==> src/rtl/wb_arbiter.sv <==
// Writeback arbiter: merges ALU results and buffered load returns onto one
// registered register-file write port, with a pending-load busy mask.
module wb_arbiter #(
  parameter int DATA_W   = 32,
  parameter int ADDR_W   = 4,
  parameter int LQ_DEPTH = 2
) (
  input  logic                     clk,
  input  logic                     rst_n,
  input  logic                     alu_valid_i,
  input  logic [ADDR_W-1:0]        alu_addr_i,
  input  logic [DATA_W-1:0]        alu_data_i,
  output logic                     alu_ready_o,
  input  logic                     ld_valid_i,
  input  logic [ADDR_W-1:0]        ld_addr_i,
  input  logic [DATA_W-1:0]        ld_data_i,
  output logic                     ld_ready_o,
  output logic                     wr_en_o,
  output logic [ADDR_W-1:0]        wr_addr_o,
  output logic [DATA_W-1:0]        wr_data_o,
  output logic [(1<<ADDR_W)-1:0]   busy_mask_o
);
  localparam int PW   = $clog2(LQ_DEPTH);
  localparam int CW   = PW + 1;
  localparam int NREG = 1 << ADDR_W;
  localparam logic [CW-1:0] FULL_C = CW'(LQ_DEPTH);

  logic [ADDR_W-1:0] lq_addr_q [LQ_DEPTH];
  logic [DATA_W-1:0] lq_data_q [LQ_DEPTH];
  logic [PW-1:0]     rd_ptr_q, wr_ptr_q;
  logic [CW-1:0]     cnt_q, cnt_d;
  logic              wr_en_q, wr_en_d, wr_ld_q;
  logic [ADDR_W-1:0] wr_addr_q;
  logic [DATA_W-1:0] wr_data_q;

  logic              full, empty, push, pop, alu_acc, sel;
  logic [ADDR_W-1:0] sel_addr;
  logic [DATA_W-1:0] sel_data;
  logic [NREG-1:0]   mask;
  logic [PW-1:0]     off;

  assign full  = (cnt_q == FULL_C);
  assign empty = (cnt_q == '0);

  // A full queue always drains first so a stream of ALU results cannot
  // starve loads indefinitely.
  assign pop     = full || (!alu_valid_i && !empty);
  assign alu_acc = alu_valid_i && !full;
  assign push    = ld_valid_i && !full;
  assign sel     = pop || alu_acc;

  assign sel_addr = pop ? lq_addr_q[rd_ptr_q] : alu_addr_i;
  assign sel_data = pop ? lq_data_q[rd_ptr_q] : alu_data_i;
  assign wr_en_d  = sel && (sel_addr != '0);

  always_comb begin
    cnt_d = cnt_q;
    case ({push, pop})
      2'b10:   cnt_d = cnt_q + 1'b1;
      2'b01:   cnt_d = cnt_q - 1'b1;
      default: cnt_d = cnt_q;
    endcase
  end

  always_comb begin
    mask = '0;
    off  = '0;
    for (int i = 0; i < LQ_DEPTH; i++) begin
      off = PW'(i) - rd_ptr_q;
      if ({1'b0, off} < cnt_q) mask[lq_addr_q[i]] = 1'b1;
    end
    if (wr_en_q && wr_ld_q) mask[wr_addr_q] = 1'b1;
    mask[0] = 1'b0;
  end

  always_ff @(posedge clk or negedge rst_n) begin
    if (!rst_n) begin
      for (int i = 0; i < LQ_DEPTH; i++) begin
        lq_addr_q[i] <= '0;
        lq_data_q[i] <= '0;
      end
      rd_ptr_q  <= '0;
      wr_ptr_q  <= '0;
      cnt_q     <= '0;
      wr_en_q   <= 1'b0;
      wr_ld_q   <= 1'b0;
      wr_addr_q <= '0;
      wr_data_q <= '0;
    end else begin
      if (push) begin
        lq_addr_q[wr_ptr_q] <= ld_addr_i;
        lq_data_q[wr_ptr_q] <= ld_data_i;
        wr_ptr_q            <= wr_ptr_q + 1'b1;
      end
      if (pop) rd_ptr_q <= rd_ptr_q + 1'b1;
      cnt_q   <= cnt_d;
      wr_en_q <= wr_en_d;
      wr_ld_q <= pop;
      if (wr_en_d) begin
        wr_addr_q <= sel_addr;
        wr_data_q <= sel_data;
      end
    end
  end

  assign alu_ready_o = !full;
  assign ld_ready_o  = !full;
  assign wr_en_o     = wr_en_q;
  assign wr_addr_o   = wr_addr_q;
  assign wr_data_o   = wr_data_q;
  assign busy_mask_o = mask;
endmodule

==> config.mk <==
export PLATFORM = sky130hd
export DESIGN_NAME = wb_arbiter
export DESIGN_NICKNAME = d
export VERILOG_FILES = /design/src/rtl/wb_arbiter.sv
export SDC_FILE = /design/constraint.sdc
export NUM_CORES = 1
export LEC_CHECK = 0
export CAP_MARGIN = 15
export CORE_MARGIN = 3
export CORE_UTILIZATION = 36
export CTS_BUF_LIST = sky130_fd_sc_hd__clkbuf_4 sky130_fd_sc_hd__clkbuf_8 sky130_fd_sc_hd__clkbuf_16
export DETAILED_ROUTE_END_ITERATION = 6
export DONT_BUFFER_PORTS = 1
export PLACE_DENSITY = 0.54
export SLEW_MARGIN = 20
export SYNTH_ARGS = -nofsm -noshare
export SYNTH_HDL_FRONTEND = slang
export SYNTH_SLANG_ARGS = --single-unit
==> constraint.sdc <==
create_clock -name clk -period 1.45 [get_ports clk]
set_input_delay 0.29 -clock clk [delete_from_list [all_inputs] [get_ports clk]]
set_output_delay 0.29 -clock clk [all_outputs]
set_load 0.01 [all_outputs]
Word level (Yosys, flattened, before mapping)
Index checks and enable logic that the tools add are counted.

word-level totals
  word-level logic and storage cells = 76
  flip-flop bits (word level) = 114
  bits of input ports = 76

cells by class
  eq/ne operators = 3
  reduce and logical (&&, ||, !) cells = 17
  $add $sub $neg = 6
  $lt $le $gt $ge = 11
  multiplexer cells = 24
  bitwise logic cells = 4

operators with widths
  cell                   number
  $mux W32               5
  $bwmux W64             1
  $mux W16               3
  $demux W32 S1          1
  $or A16 B16 Y16        2
  $mux W4                5
  $lt A4 B5 Y1 const B   3
  $demux W1 S4           3
  $ge A4 B1 Y1 const B   3
  $logic_and A1 B1 Y1    9
  $bwmux W8              1
  $demux W4 S1           1
  $eq A2 B2 Y1 const B   2
  $ge A2 B2 Y1 const B   2
  $lt A1 B2 Y1           2
  $not A1 Y2             2
  $pmux W2 S2            1
  $reduce_bool A4 Y1     1
  $logic_not A1 Y1       3
  $mux W1                3
  $add A1 B1 Y1 const B  2
  $add A2 B1 Y2 const B  1
  $eq A2 B1 Y1 const B   1
  $logic_not A2 Y1       1
  other kinds (5)        7

Longest topological paths before layout
  word-level depth = 9
  mapped depth = 8
  gate-level depth less buffers = 7

Worst setup path before layout
No wires, ideal clock.

  path type = flip-flop to output port
  from = register rd_ptr_q
  to = output busy_mask_o[5]
  cell stages (with the launch flop) = 5
  data required time = 1,160 ps
  path slack = -222 ps
  arrival time = 1,382 ps
  path through = dfrtp_1 > clkbuf_1 > a21oi_1 > or3b_2 > o221ai_1

between the ends
  longest elaborated chain between the ends = 7
  elaborated cells between the ends (all ways) = 9
  classes of those cells = 2 x add/sub; 2 x order compare; 3 x mux; 2 x bitwise

RTL lines
  item                       RTL line  text
  from (decl)                30        logic [PW-1:0] rd_ptr_q, wr_ptr_q;
  from (signal assigned)     95        if (pop) rd_ptr_q <= rd_ptr_q + 1'b1;
  $sub A1 B1 Y1              69        off = PW'(i) - rd_ptr_q;
  $lt A1 B2 Y1               70        if ({1'b0, off} < cnt_q) mask[lq_addr_q[i]] = 1'b1;
  $mux W16                   70
  $or A16 B16 Y16 (no line)  --
  $mux W16 (*)               70
  $or A16 B16 Y16 (no line)  --
  $mux W16 (*)               72        if (wr_en_q && wr_ld_q) mask[wr_addr_q] = 1'b1;
  to (decl)                  21        output logic [(1<<ADDR_W)-1:0] busy_mask_o

Mark *: on every way between the ends. The rest lies on a longest branch, timed or not.

Worst setup path after layout
  from = register cnt_q[0]
  to = output busy_mask_o[11]

between the ends
  longest elaborated chain between the ends = 6
  elaborated cells between the ends (all ways) = 7
  classes of those cells = 2 x order compare; 3 x mux; 2 x bitwise

RTL lines
  item                       RTL line  text
  from (decl)                31        logic [CW-1:0] cnt_q, cnt_d;
  from (signal assigned)     96        cnt_q <= cnt_d;
  $lt A1 B2 Y1               70
  $mux W16                   70
  $or A16 B16 Y16 (no line)  --
  $mux W16 (*)               70
  $or A16 B16 Y16 (no line)  --
  $mux W16 (*)               72

Marked as above.

==> key figures <==
Outcome
  – Status: finished, violations left
  – Failing checks: negative hold slack, negative setup slack

STA
  – Final Max Tran Viols: 0
  – Final setup vio count: 127
  – Fin crit period: 1.973 ns
  – Hold Fails Final Rpt: 114
  – RSZ-0062 raised after global routing: yes
  – Worst-case hold slack: -0.4301 ns
  – Setup Total Neg Slack: -30.44 ns
  – Tcrit/Tclk final: 136.1%
  – Peak Freq: 506.8 MHz
  – Max Clock Skew: 0.009102 ns
  – Final WS setup: -0.5231 ns

Clocking
  – H-tree levels: 4
  – CTS Buf Count: 17
  – Worst skew pair latency: 0.41 ns
  – Clock slew at the register clock pins of the worst setup and hold paths: 0.06 ns
  – Clock tree buffer depth: 2
  – CTS Root Cell: clkbuf_16
  – Clock Sinks: 114
  – CTS Hold Buffers Added: 29
  – CTS tree: yes

Global route
  – GRT busiest layer: met2
  – Pin count of the biggest net entering global routing: 115
  – Grt ovf: 0
  – Grt met3 use: 6.341%
  – Met2 Use GR: 29.87%
  – Met1 global-route usage: 20.38%
  – First-pass GRT wire length: 22,550 um
  – Vias in the first global route: 4,186
  – Initial antenna violation count: 0
  – GRT Util Overall: 17.56%

Floorplan
  – DIE WIDTH: 131.0 um
  – Die area: 0.01715 mm^2
  – Core Region: 0.01526 mm^2
  – Die Y: 131.0 um
  – Std-Cell Rows: 45
  – Starting density of the core: 36.84%
  – Ports: 131

Power and ir drop
  – Static leakage: 3.495 nW
  – Total chip power: 21.92 mW
  – Peak supply drop: 0.9938 mV
  – Pwr per Cell Area: 2726 mW/mm^2

Worst setup path
  – CP top delay family: flip-flops
  – Reg2reg setup slack: -0.31 ns
  – WP data arrival: 1.68 ns
  – CP Data Required Time: 1.16 ns
  – Critical path, cell by cell: buf_4, a21o_4, nand3_2, o221ai_1, buf_4
  – Worst-path fanout max: 5
  – Worst setup EP type: output port
  – Kind of critical path: register to output port
  – CP max stage delay: 0.41 ns
  – Top cell by count, worst path: buf_4
  – Crit path launch type: register
  – Buffers and inverters on the worst path: 2
  – Slowest stage cell, crit path: dfrtp_1

Placement
  – DP Area: 0.006336 mm^2
  – Port bufs: 0
  – Post-DP HPWL: 9538 um
  – GP Congestion: 0.9236

Finish
  – Area Overhead vs Synth: 43.07%
  – Fillcell total: 1,295
  – Share of layout cells above drive strength 1: 48.15%
  – Final nets: 631
  – Most frequent cells in the layout: 110 x dfrtp_1, 56 x mux2_2, 47 x buf_4, 45 x nand2_1, 38 x inv_1
  – Ant. Diodes: 0
  – Post-route cell area: 0.008043 mm^2
  – Commonest non-fill, non-tap cell in the layout: dfrtp_1
  – Core Util, Final: 52.71%

Drt
  – WL per Instance: 19.55 um
  – DR vias/cell: 5.049
  – Drt first pass iters: 4
  – DRC violations left: 0
  – First DRT Iteration DRCs: 144
  – Detail Route Antenna Nets: 0
  – Vias: 3,928
  – Detailed Route WL: 15,210 um

Logic synthesis
  – Syn avg cell area: 12.58 um^2
  – Number of synthesized flops with an enable pin: 0
  – Mapped Nets: 524
  – Netlist cell types: 44
  – Synth async-reset ratio: 100.0%
  – Cell Area, Synth: 0.005622 mm^2
  – Sequential share of the synthesized area: 50.75%
  – Ys flop type: dfrtp_1
  – Flops & latches, synth: 114
  – Synth warnings: 0
  – Cell count after synthesis: 447

Min path
  – Min-delay worst type: primary input to asynchronous set/reset pin

Flow run
  – Max-cap viol count: 0
path summary, 6_finish.rpt:
| path | from | endpoint | depth (start not counted) |
|---|---|---|---|
| worst max-delay path | cnt_q[0] | busy_mask_o[11] | 5 |
| worst min-delay path | rst_n | lq_data_q[8] | 0 |
| worst max register to register | rd_ptr_q | wr_data_o[31] | 7 |
| worst min register to register | lq_data_q[39] | lq_data_q[39] | 1 |
| max in group asynchronous | rst_n | lq_addr_q[5] | 0 |
| min in group clk | alu_data_i[0] | wr_data_o[0] | 2 |
worst register-to-register path, delay by kind of cell, from the launching register on:
kind / cells / cell delay [ns]
buf+inv: 4 / 0.57
mux: 1 / 0.31
compound gates: 2 / 0.31
flops: 1 / 0.44
final cells by class:
class	instances	area (um^2)	area share, %
clock inverter	9	153.9	1.914
multi-input combinational	269	2810	34.94
tap	211	264.0	3.283
timing repair buffer	113	1328	16.51
clock buffer	23	483.0	6.005
inverter	39	146.4	1.820
sequential	114	2858	35.53
metrics by stage:
stage	hold WS [ns]	cells	setup slack, ns
3_3_place_gp	-0.003357	693	-0.1830
6_report	-0.4301	778	-0.5231
5_1_grt	-0.4570	778	-0.5829
3_5_place_dp	-0.003075	693	-0.2685
4_1_cts	-0.4519	769	-0.5102
2_1_floorplan	-0.005591	447	-0.1039
cells by family after synthesis:
family / share of synthesized area (%)
flip-flops: 50.75
multiplexers: 20.50
AND/OR/NAND/NOR: 8.302
buffers and inverters: 6.343
AO/OA/AOI/OAI: 13.04
XOR/XNOR: 0.7790
adder cells (fa/ha/maj): 0.2225
other: 0.06671
sequential cells by signal, indices dropped and copies added (netlist names):
register / cells
cnt_q: 2
lq_addr_q: 8
lq_data_q: 64
rd_ptr_q: 1
wr_addr_o: 4
wr_data_o: 32
wr_en_o: 1
wr_ld_q: 1
wr_ptr_q: 1
layer usage:
layer | wire (um) | up-vias
met5 | 0 | -
met4 | 225 | 0
met3 | 979 | 21
met2 | 8004 | 101
met1 | 6000 | 1980
li1 | - | 1826
Yosys cell counts (2+ instances only):
library cell	n	area, um^2
nand3b_1	2	15.01
o32ai_1	3	26.28
a211oi_1	3	22.52
or2_2	3	18.77
xnor2_1	4	35.03
buf_2	7	35.03
clkbuf_1	4	15.01
nor3_1	2	10.01
nor2b_1	4	25.02
buf_4	3	22.52
nand3_1	7	35.03
o221ai_2	30	450.4
buf_6	7	78.83
nor2_1	10	37.54
o221ai_1	17	148.9
nand2_1	47	176.4
inv_1	39	146.4
mux2_2	72	810.8
nor4_1	2	12.51
dfrtp_1	114	2853
buf_8	3	45.04
mux2i_1	33	330.3
nand2b_1	10	62.56
power by group:
group / leakage (nW) / switching (mW) / internal, mW / total (mW)
clock: 0.311 / 1.42 / 3.03 / 4.45
sequential: 1.34 / 1.32 / 4.91 / 6.23
combinational: 1.84 / 5.10 / 6.14 / 11.2
timing repair:
| item | in CTS | in global routing |
|---|---|---|
| hold endpoints to repair | 143 | 114 |
| cloned | 5 | 6 |
| endpoints found under the setup margin | 92 | 128 |
| pin swaps | 2 | 7 |
| resized for setup | 31 | 51 |
| buffers inserted | 10 | 6 |
Note: power is estimated with default switching activity, not from simulation.
